File: config.mk
export PLATFORM = sky130hd
export DESIGN_NAME = dsp_share_arb
export DESIGN_NICKNAME = d
export VERILOG_FILES = /design/src/rtl/dsp_share_arb.sv
export SDC_FILE = /design/constraint.sdc
export NUM_CORES = 1
export LEC_CHECK = 0
export BUFFER_PORTS_ARGS = -buffer_cell sky130_fd_sc_hd__buf_2
export CAP_MARGIN = 20
export CORE_AREA = 2 2 234 236
export DETAILED_ROUTE_END_ITERATION = 10
export DIE_AREA = 0 0 236 238
export GPL_TIMING_DRIVEN = 0
export SLEW_MARGIN = 20
export SYNTH_ARGS = -nofsm -noshare
export SYNTH_HDL_FRONTEND = slang
export SYNTH_SLANG_ARGS = --single-unit
export TNS_END_PERCENT = 10
File: constraint.sdc
create_clock -name clk -period 8.5 [get_ports clk]
set_input_delay 0.425 -clock clk [delete_from_list [all_inputs] [get_ports clk]]
set_output_delay 0.425 -clock clk [all_outputs]
set_load 0.005 [all_outputs]
File: src/rtl/dsp_share_arb.sv
// Round-robin arbiter sharing one DSP48A1 between NUM_CLIENTS requesters, with hold-while-requested.
// Define DSP_ARB_UTIL_EN to enable per-sample-period DSP busy-cycle measurement.
module dsp_share_arb #(
  parameter int unsigned NUM_CLIENTS = 4,
  parameter int unsigned DSP_IN_W    = 92,
  parameter int unsigned DSP_OUT_W   = 48,
  parameter int unsigned ID_W        = 3
) (
  input  logic                            clk,
  input  logic                            reset,
  input  logic [NUM_CLIENTS-1:0]          client_req,
  output logic [NUM_CLIENTS-1:0]          client_gnt,
  input  logic [NUM_CLIENTS*DSP_IN_W-1:0] client_dsp_ins_flat,
  output logic [DSP_OUT_W-1:0]            client_dsp_outs_flat,
  output logic [DSP_IN_W-1:0]             dsp_ins_flat,
  input  logic [DSP_OUT_W-1:0]            dsp_outs_flat,
  output logic                            owner_vld,
  output logic [ID_W-1:0]                 owner_id,
  input  logic                            sample_rate_trig,
  output logic [15:0]                     util_cycles,
  output logic [15:0]                     util_peak
);

  typedef enum logic {StIdle, StOwned} state_e;

  state_e                 state_q, state_d;
  logic [ID_W-1:0]        owner_id_q, owner_id_d;
  logic [ID_W-1:0]        rr_ptr_q, rr_ptr_d;
  logic [NUM_CLIENTS-1:0] gnt_q, gnt_d;

  logic                     owner_req;
  logic [NUM_CLIENTS-1:0]   req_masked;
  logic [2*NUM_CLIENTS-1:0] req_dbl;
  logic [NUM_CLIENTS-1:0]   req_rot;
  logic [ID_W-1:0]          search_start;
  logic                     found;
  int unsigned              offset;
  int unsigned              winner;

  assign owner_req = |(client_req & gnt_q);

  always_comb begin
    state_d      = state_q;
    owner_id_d   = owner_id_q;
    rr_ptr_d     = rr_ptr_q;
    search_start = rr_ptr_q;
    req_masked   = client_req;
    req_dbl      = '0;
    req_rot      = '0;
    found        = 1'b0;
    offset       = 0;
    winner       = 0;

    if (!(state_q == StOwned && owner_req)) begin
      if (state_q == StOwned) begin
        // Releasing owner is excluded; the search starts just after it.
        req_masked   = client_req & ~gnt_q;
        search_start = (int'(owner_id_q) + 1 >= int'(NUM_CLIENTS)) ? '0 : owner_id_q + 1'b1;
        rr_ptr_d     = search_start;
      end
      req_dbl = {req_masked, req_masked} >> search_start;
      req_rot = req_dbl[NUM_CLIENTS-1:0];
      for (int i = NUM_CLIENTS - 1; i >= 0; i--) begin
        if (req_rot[i]) begin
          found  = 1'b1;
          offset = i;
        end
      end
      winner = int'(search_start) + offset;
      if (winner >= NUM_CLIENTS) winner = winner - NUM_CLIENTS;
      state_d    = found ? StOwned : StIdle;
      owner_id_d = found ? ID_W'(winner) : '0;
    end

    gnt_d = '0;
    for (int k = 0; k < NUM_CLIENTS; k++) begin
      gnt_d[k] = (state_d == StOwned) && (owner_id_d == ID_W'(k));
    end
  end

  always_ff @(posedge clk or posedge reset) begin
    if (reset) begin
      state_q    <= StIdle;
      owner_id_q <= '0;
      rr_ptr_q   <= '0;
      gnt_q      <= '0;
    end else begin
      state_q    <= state_d;
      owner_id_q <= owner_id_d;
      rr_ptr_q   <= rr_ptr_d;
      gnt_q      <= gnt_d;
    end
  end

  assign owner_vld            = (state_q == StOwned);
  assign owner_id             = owner_id_q;
  assign client_gnt           = gnt_q;
  assign client_dsp_outs_flat = dsp_outs_flat;

  // Idle drives zeros so the DSP sees opmode 0.
  always_comb begin
    dsp_ins_flat = '0;
    for (int k = 0; k < NUM_CLIENTS; k++) begin
      if (gnt_q[k]) dsp_ins_flat = client_dsp_ins_flat[k*DSP_IN_W +: DSP_IN_W];
    end
  end

`ifdef DSP_ARB_UTIL_EN
  logic [15:0] busy_q, busy_d;
  logic [15:0] util_cycles_q, util_cycles_d;
  logic [15:0] util_peak_q, util_peak_d;
  logic [16:0] busy_sum;
  logic [15:0] busy_sat;

  always_comb begin
    busy_sum      = {1'b0, busy_q} + 17'(owner_vld);
    busy_sat      = busy_sum[16] ? 16'hFFFF : busy_sum[15:0];
    busy_d        = busy_sat;
    util_cycles_d = util_cycles_q;
    util_peak_d   = util_peak_q;
    if (sample_rate_trig) begin
      busy_d        = '0;
      util_cycles_d = busy_sat;
      if (busy_sat > util_peak_q) util_peak_d = busy_sat;
    end
  end

  always_ff @(posedge clk or posedge reset) begin
    if (reset) begin
      busy_q        <= '0;
      util_cycles_q <= '0;
      util_peak_q   <= '0;
    end else begin
      busy_q        <= busy_d;
      util_cycles_q <= util_cycles_d;
      util_peak_q   <= util_peak_d;
    end
  end

  assign util_cycles = util_cycles_q;
  assign util_peak   = util_peak_q;
`else
  logic unused_sample_rate_trig;
  assign unused_sample_rate_trig = sample_rate_trig;
  assign util_cycles = '0;
  assign util_peak   = '0;
`endif

endmodule

Word level (Yosys, flattened, before mapping)
Index checks and enable logic that the tools add are counted.
- word-level logic and storage cells: 48
- memory bits (read-only): 0
- memories: 0
- bits in writable memories: 0
- bits of input ports: 423
- latch bits: 0
- bits in registers: 11
- bitwise gates (word level): 3
- multipliers: 0
- equal/unequal tests: 3
- div/mod/pow operators: 0
- multiplexer cells: 24
- $add $sub $neg: 4
- order comparisons: 2
- shift operators: 1
- reduce and logical (&&, ||, !) cells: 7
- operators with widths (operator ; number):
    two-way mux 92 bit ; 4
    two-way mux 32 bit ; 4
    adder 3 x 32 -> 32 bit ; 1
    greater-or-equal comparator 32 x 3 -> 1 bit, second input constant ; 1
    two-way mux 3 bit ; 6
    AND 4 bit ; 2
    two-way mux 4 bit ; 2
    >> shifter 8 x 3 -> 4 bit ; 1
    two-way mux 1 bit ; 7
    == test 3 x 2 -> 1 bit, second input constant ; 2
    logical AND 1 bit ; 5
    adder 3 x 1 -> 4 bit, second input constant ; 1
    greater-or-equal comparator 4 x 3 -> 1 bit, second input constant ; 1
    inverter 4 bit ; 1
    OR reduction 4 bit ; 1
    adder 3 x 1 -> 3 bit, second input constant ; 1
    == test 3 x 1 -> 1 bit, second input constant ; 1
    zero test 3 bit ; 1
    subtractor 3 bit, second input constant ; 1
    two-way mux 2 bit ; 1

Depth between registers and ports, before layout
- depth after elaboration: 18
- gate-level depth with buffers: 14

Worst setup path after synthesis
OpenSTA, ideal clock, no wires.
- path kind: reg-to-reg
- start: register owner_id_q[1] (netlist: owner_id[1])
- end: register gnt_q[0] (netlist: client_gnt[0])
- clock period less this slack: 3.044 ns
- setup time: 0.124 ns
- setup slack: 5.456 ns
- arrival time: 2.921 ns
- cell stages (with the launch flop): 15
- cells stage by stage: dfrtp_1 -> ha_1 -> xor2_2 -> or2_2 -> a21oi_1 -> a221oi_1 -> o21ai_0 -> a21bo_2 -> ha_1 -> inv_1 -> fa_1 -> nor3b_1 -> nor2_1 -> a32oi_1 -> nor2_1
- cells in the longest elaborated chain, start to end: 18
- elaborated cells on any way between the ends: 27
- those cells by class: add/sub: 4; order compare: 2; shift: 1; mux: 18; reduce/logical: 2
- ends and longest elaborated chain (element ; line ; text):
    start, declared ; 27 ; logic [ID_W-1:0] owner_id_q, owner_id_d;
    start signal, assigned ; 89 ; owner_id_q <= owner_id_d;
    adder 3 x 1 -> 4 bit ; 58 ; search_start = (int'(owner_id_q) + 1 >= int'(NUM_CLIENTS)) ? '0 : owner_id_q + 1'b1;
    greater-or-equal comparator 4 x 3 -> 1 bit ; 58 ;
    two-way mux 3 bit ; 58 ;
    two-way mux 3 bit ; 55 ; if (state_q == StOwned) begin
    two-way mux 3 bit ; 54 ; if (!(state_q == StOwned && owner_req)) begin
    >> shifter 8 x 3 -> 4 bit ; 61 ; req_dbl = {req_masked, req_masked} >> search_start;
    two-way mux 2 bit ; 64 ; if (req_rot[i]) begin
    two-way mux 32 bit (3 in series) ; 64 ;
    two-way mux 32 bit ; 54 ;
    adder 3 x 32 -> 32 bit ; 69 ; winner = int'(search_start) + offset;
    greater-or-equal comparator 32 x 3 -> 1 bit / subtractor 3 bit (equally long branches) ; 70 ; if (winner >= NUM_CLIENTS) winner = winner - NUM_CLIENTS;
    two-way mux 3 bit ; 70 ;
    two-way mux 3 bit ; 72 ; owner_id_d = found ? ID_W'(winner) : '0;
    two-way mux 3 bit ; 54 ;
    zero test 3 bit ; 77 ; gnt_d[k] = (state_d == StOwned) && (owner_id_d == ID_W'(k));
    logical AND 1 bit * ; 77 ;
    net gnt_d[0] ; 29 ; logic [NUM_CLIENTS-1:0] gnt_q, gnt_d;
    end signal, assigned ; 91 ; gnt_q <= gnt_d;
    end, declared ; 29 ;
The timed path passes the listed nets; every way through them passes the cells marked *. The select of a mux whose other input is x is not followed.
A chain may end at the register's enable or synchronous reset.

Worst setup path after layout
- start: register gnt_q[1] (netlist: client_gnt[1])
- end: output dsp_ins_flat[91]
- cells in the longest elaborated chain, start to end: 3
- ends and longest elaborated chain (element ; line ; text):
    two-way mux 92 bit (3 in series) ; 104 ; if (gnt_q[k]) dsp_ins_flat = client_dsp_ins_flat[k*DSP_IN_W +: DSP_IN_W];
    end, declared ; 15 ; output logic [DSP_IN_W-1:0] dsp_ins_flat,
No other way between the ends.

==> metrics.csv <==
metric;value;unit
largest delay contributor family on the critical path;buffers and inverters;
post-detailed-route wirelength per cell;18.5;um
overall power of the completed layout;1.94;mW
count of mapped cells out of synthesis;706;
count of instances resized after the clock tree is built;0;
CTS tree;built;
Cell Pwr Density;250;mW/mm^2
depth of the worst register-to-register path;14;
Worst-Skew Late Latency;0.24;ns
clock buffers created by TritonCTS;3;
max-cap violations;0;
post-CTS clock slew at the launch and capture registers of the worst setup and hold paths;0.04;ns
drt pass-1 iters;5;
clock root buffer;sky130_fd_sc_hd__clkbuf_16;
pins over their slew limit;0;
capturing element type of the critical path;output pin;
cell-by-cell trace of the critical path;clkbuf_1, nor2b_1, clkbuf_2, clkbuf_1, a22oi_1, nor2_1, a21oi_1, o21ai_0, buf_2;
full die area;0.0562;mm^2
share of flip-flops with an asynchronous set or reset after synthesis;100;%
Reg2Reg Launch Point;owner_id[1]$_DFF_PP0_;
portion of synthesized cell area occupied by the leading cell type;17.0;%
fin area;0.00777;mm^2
final RePlAce weighted congestion;0.888;
total number of clock tree sinks;11;
reg2reg setup slack;5.08;ns
kind of path behind the tightest hold check;primary input to async pin;
placed inst area;0.00767;mm^2
count of final hold-check violations;0;
count of cell instances traversed by the critical path;9;
max incr delay on CP;0.80;ns
first-pass GRT wire length;46.9;mm
vias per cell;3.78;
Leak Pwr;3.92;nW
Yosys top cell by area;sky130_fd_sc_hd__a22oi_1;
global route overflow;0;
master of the slowest instance on the critical path;sky130_fd_sc_hd__clkbuf_1;
overall via count from detail_route;7444;
final worst path period share;45.7;%
clk_skew;0.00456;ns
Netlist Area Pre-Place;0.00405;mm^2
Least-Margin Pin Slew;0.986;ns
Required @ worst endpoint;8.08;ns
fraction of the yosys area taken by sequential cells;6.79;%
DP HPWL;31.4;mm
kind of launch point of the worst setup path;register;
Seq cells post-synth;11;
layout cells sized above 1;49.5;%
DRC Markers;0;
cell types with the largest area share after synthesis;sky130_fd_sc_hd__a22oi_1 (17%), sky130_fd_sc_hd__buf_4 (15%), sky130_fd_sc_hd__a21oi_1 (12%);
RSZ-0062 raised after global routing;false;
nets;1691;
number of design-rule violations left by the first detailed-router iteration;366;
final setup vio count;0;
most repeated library cell on the critical path;sky130_fd_sc_hd__clkbuf_1;
number of nets with antenna violations after routing;0;
pin count of the biggest net entering global routing;12;
vias in the first global route;6872;
worst voltage drop across the vdd grid;0.130;mV
DIE WIDTH;236;um
accumulated negative setup slack;0;ns
count of warnings emitted by yosys;0;
max frequency;0.257;GHz
Most used DFF post-synth;sky130_fd_sc_hd__dfrtp_1;
total number of H-tree levels;1;
count of distinct cell types in the synthesized netlist;44;
Setup Buffers After CTS;0;
CTS Buffer Depth;2;
count of buffering cells on the critical path with inverters included;4;
# hold bufs at CTS;0;
Finished Core Util;14.5;%
total detailed-routing wirelength;36.4;mm
count of boundary I/O pins;603;
status;finished clean;
number of enable flip-flop cells after synthesis;0;
Worst Path Arrival;3.46;ns
Final Critical Period;3.89;ns
count of buffers from port buffering;521;
capture instance of the worst register-to-register path;client_gnt[1]$_DFF_PP0_;
starting utilization of the core area;7.57;%
Post-Syn Area per Cell;5.74;um^2
Global Route Usage Sum;11.7;%
antenna violations before repair;18;
count of standard-cell rows;85;
die height;238;um
area overhead of the layout relative to synthesis;91.9;%
WS Path Type;register to output pin;
Core Box Area;0.0535;mm^2
maximum fanout along the worst path;10;
Max-slew headroom;34.3;%
==> Yosys cell counts, drive strengths merged, types with 2 or more instances <==
cell      n
nor2b     5
o211ai    2
o21ai    94
a31oi     2
a21boi    2
buf      82
a221oi    2
nor2    106
clkbuf   62
a22o      2
nand2    98
nor4      3
ha        3
mux2      2
a21oi    99
a22oi    94
and2      2
nor3      3
o32a      2
dfrtp    11
nand2b    5
inv       9
==> flip-flops by register name (all words and copies together) (netlist names) <==
name,count
owner_vld,1
owner_id,3
rr_ptr_q,3
client_gnt,4
==> worst max-delay path by stage <==
stage                                   end  slack [ns]                     from
global placement           dsp_ins_flat[91]        4.16  client_gnt[1]$_DFF_PP0_
floorplan           client_gnt[0]$_DFF_PP0_        5.46    owner_id[1]$_DFF_PP0_
CTS                        dsp_ins_flat[91]        4.44  client_gnt[1]$_DFF_PP0_
finish                     dsp_ins_flat[91]        4.61  client_gnt[1]$_DFF_PP0_
detailed placement         dsp_ins_flat[91]        4.71  client_gnt[1]$_DFF_PP0_
global route               dsp_ins_flat[91]        4.30  client_gnt[1]$_DFF_PP0_
==> cell families (layout without fill, tap and decap cells) <==
group | after synthesis | after routing | synth area share, %
other | 1 | 43 | 0.0926
buffers and inverters | 153 | 679 | 21.6
XOR/XNOR | 1 | 1 | 0.402
flip-flops | 11 | 11 | 6.79
adder cells (fa/ha/maj) | 4 | 4 | 1.42
AND/OR/NAND/NOR | 227 | 227 | 22.5
multiplexers | 2 | 2 | 0.556
AO/OA/AOI/OAI | 307 | 307 | 46.6
==> stage by stage <==
stage	cells	hold WS [ns]	setup slack, ns
floorplan	737	0.277	5.46
global placement	1954	0.463	4.16
detailed placement	1955	0.467	4.71
CTS	1959	0.214	4.44
global route	1964	0.240	4.30
finish	1970	0.191	4.61
==> cell usage in the layout, fill, tap and decap left out, types with 3 or more instances in the layout <==
| cell | n |
|---|---|
| sky130_fd_sc_hd__ha_1 | 3 |
| sky130_fd_sc_hd__clkbuf_16 | 3 |
| sky130_fd_sc_hd__clkbuf_1 | 58 |
| sky130_fd_sc_hd__dfrtp_1 | 11 |
| sky130_fd_sc_hd__o21ai_0 | 94 |
| sky130_fd_sc_hd__buf_4 | 80 |
| sky130_fd_sc_hd__nor2_1 | 106 |
| sky130_fd_sc_hd__buf_2 | 523 |
| sky130_fd_sc_hd__nand2_1 | 98 |
| sky130_fd_sc_hd__a22oi_1 | 92 |
| sky130_fd_sc_hd__diode_2 | 11 |
| sky130_fd_sc_hd__nor2b_1 | 5 |
| sky130_fd_sc_hd__inv_1 | 8 |
| sky130_fd_sc_hd__a21oi_1 | 99 |
| sky130_fd_sc_hd__clkbuf_2 | 5 |
| sky130_fd_sc_hd__nor4_1 | 3 |
| sky130_fd_sc_hd__conb_1 | 32 |
| sky130_fd_sc_hd__nand2b_1 | 5 |
==> layout make-up <==
type / count / area [um^2]
Fill cell: 6302 / 45700
Tap cell: 696 / 871
Clock buffer: 4 / 78.8
Multi-Input combinational cell: 573 / 3020
Timing Repair Buffer: 522 / 2620
Inverter: 9 / 33.8
Antenna cell: 11 / 27.5
Buffer: 144 / 850
Sequential cell: 11 / 275
==> layer usage <==
metal | vias to the layer above | share of wire, % | wire length, um | global-route usage [%]
li1 | 3511 | - | - | -
met1 | 3313 | 40 | 14400 | 13.9
met2 | 543 | 45 | 16500 | 19.5
met3 | 71 | 10 | 3680 | 3.23
met4 | 6 | 4.7 | 1700 | 5.21
met5 | - | 0.12 | 45 | 0
==> power by group <==
group | leakage (nW) | internal, mW | switching, mW | total [mW]
clock network | 0.0382 | 0.0630 | 0.0238 | 0.0869
logic | 3.74 | 0.650 | 1.11 | 1.76
registers | 0.137 | 0.0764 | 0.0256 | 0.102
total | 3.92 | 0.790 | 1.16 | 1.94
(Power assumes the default switching activity.)
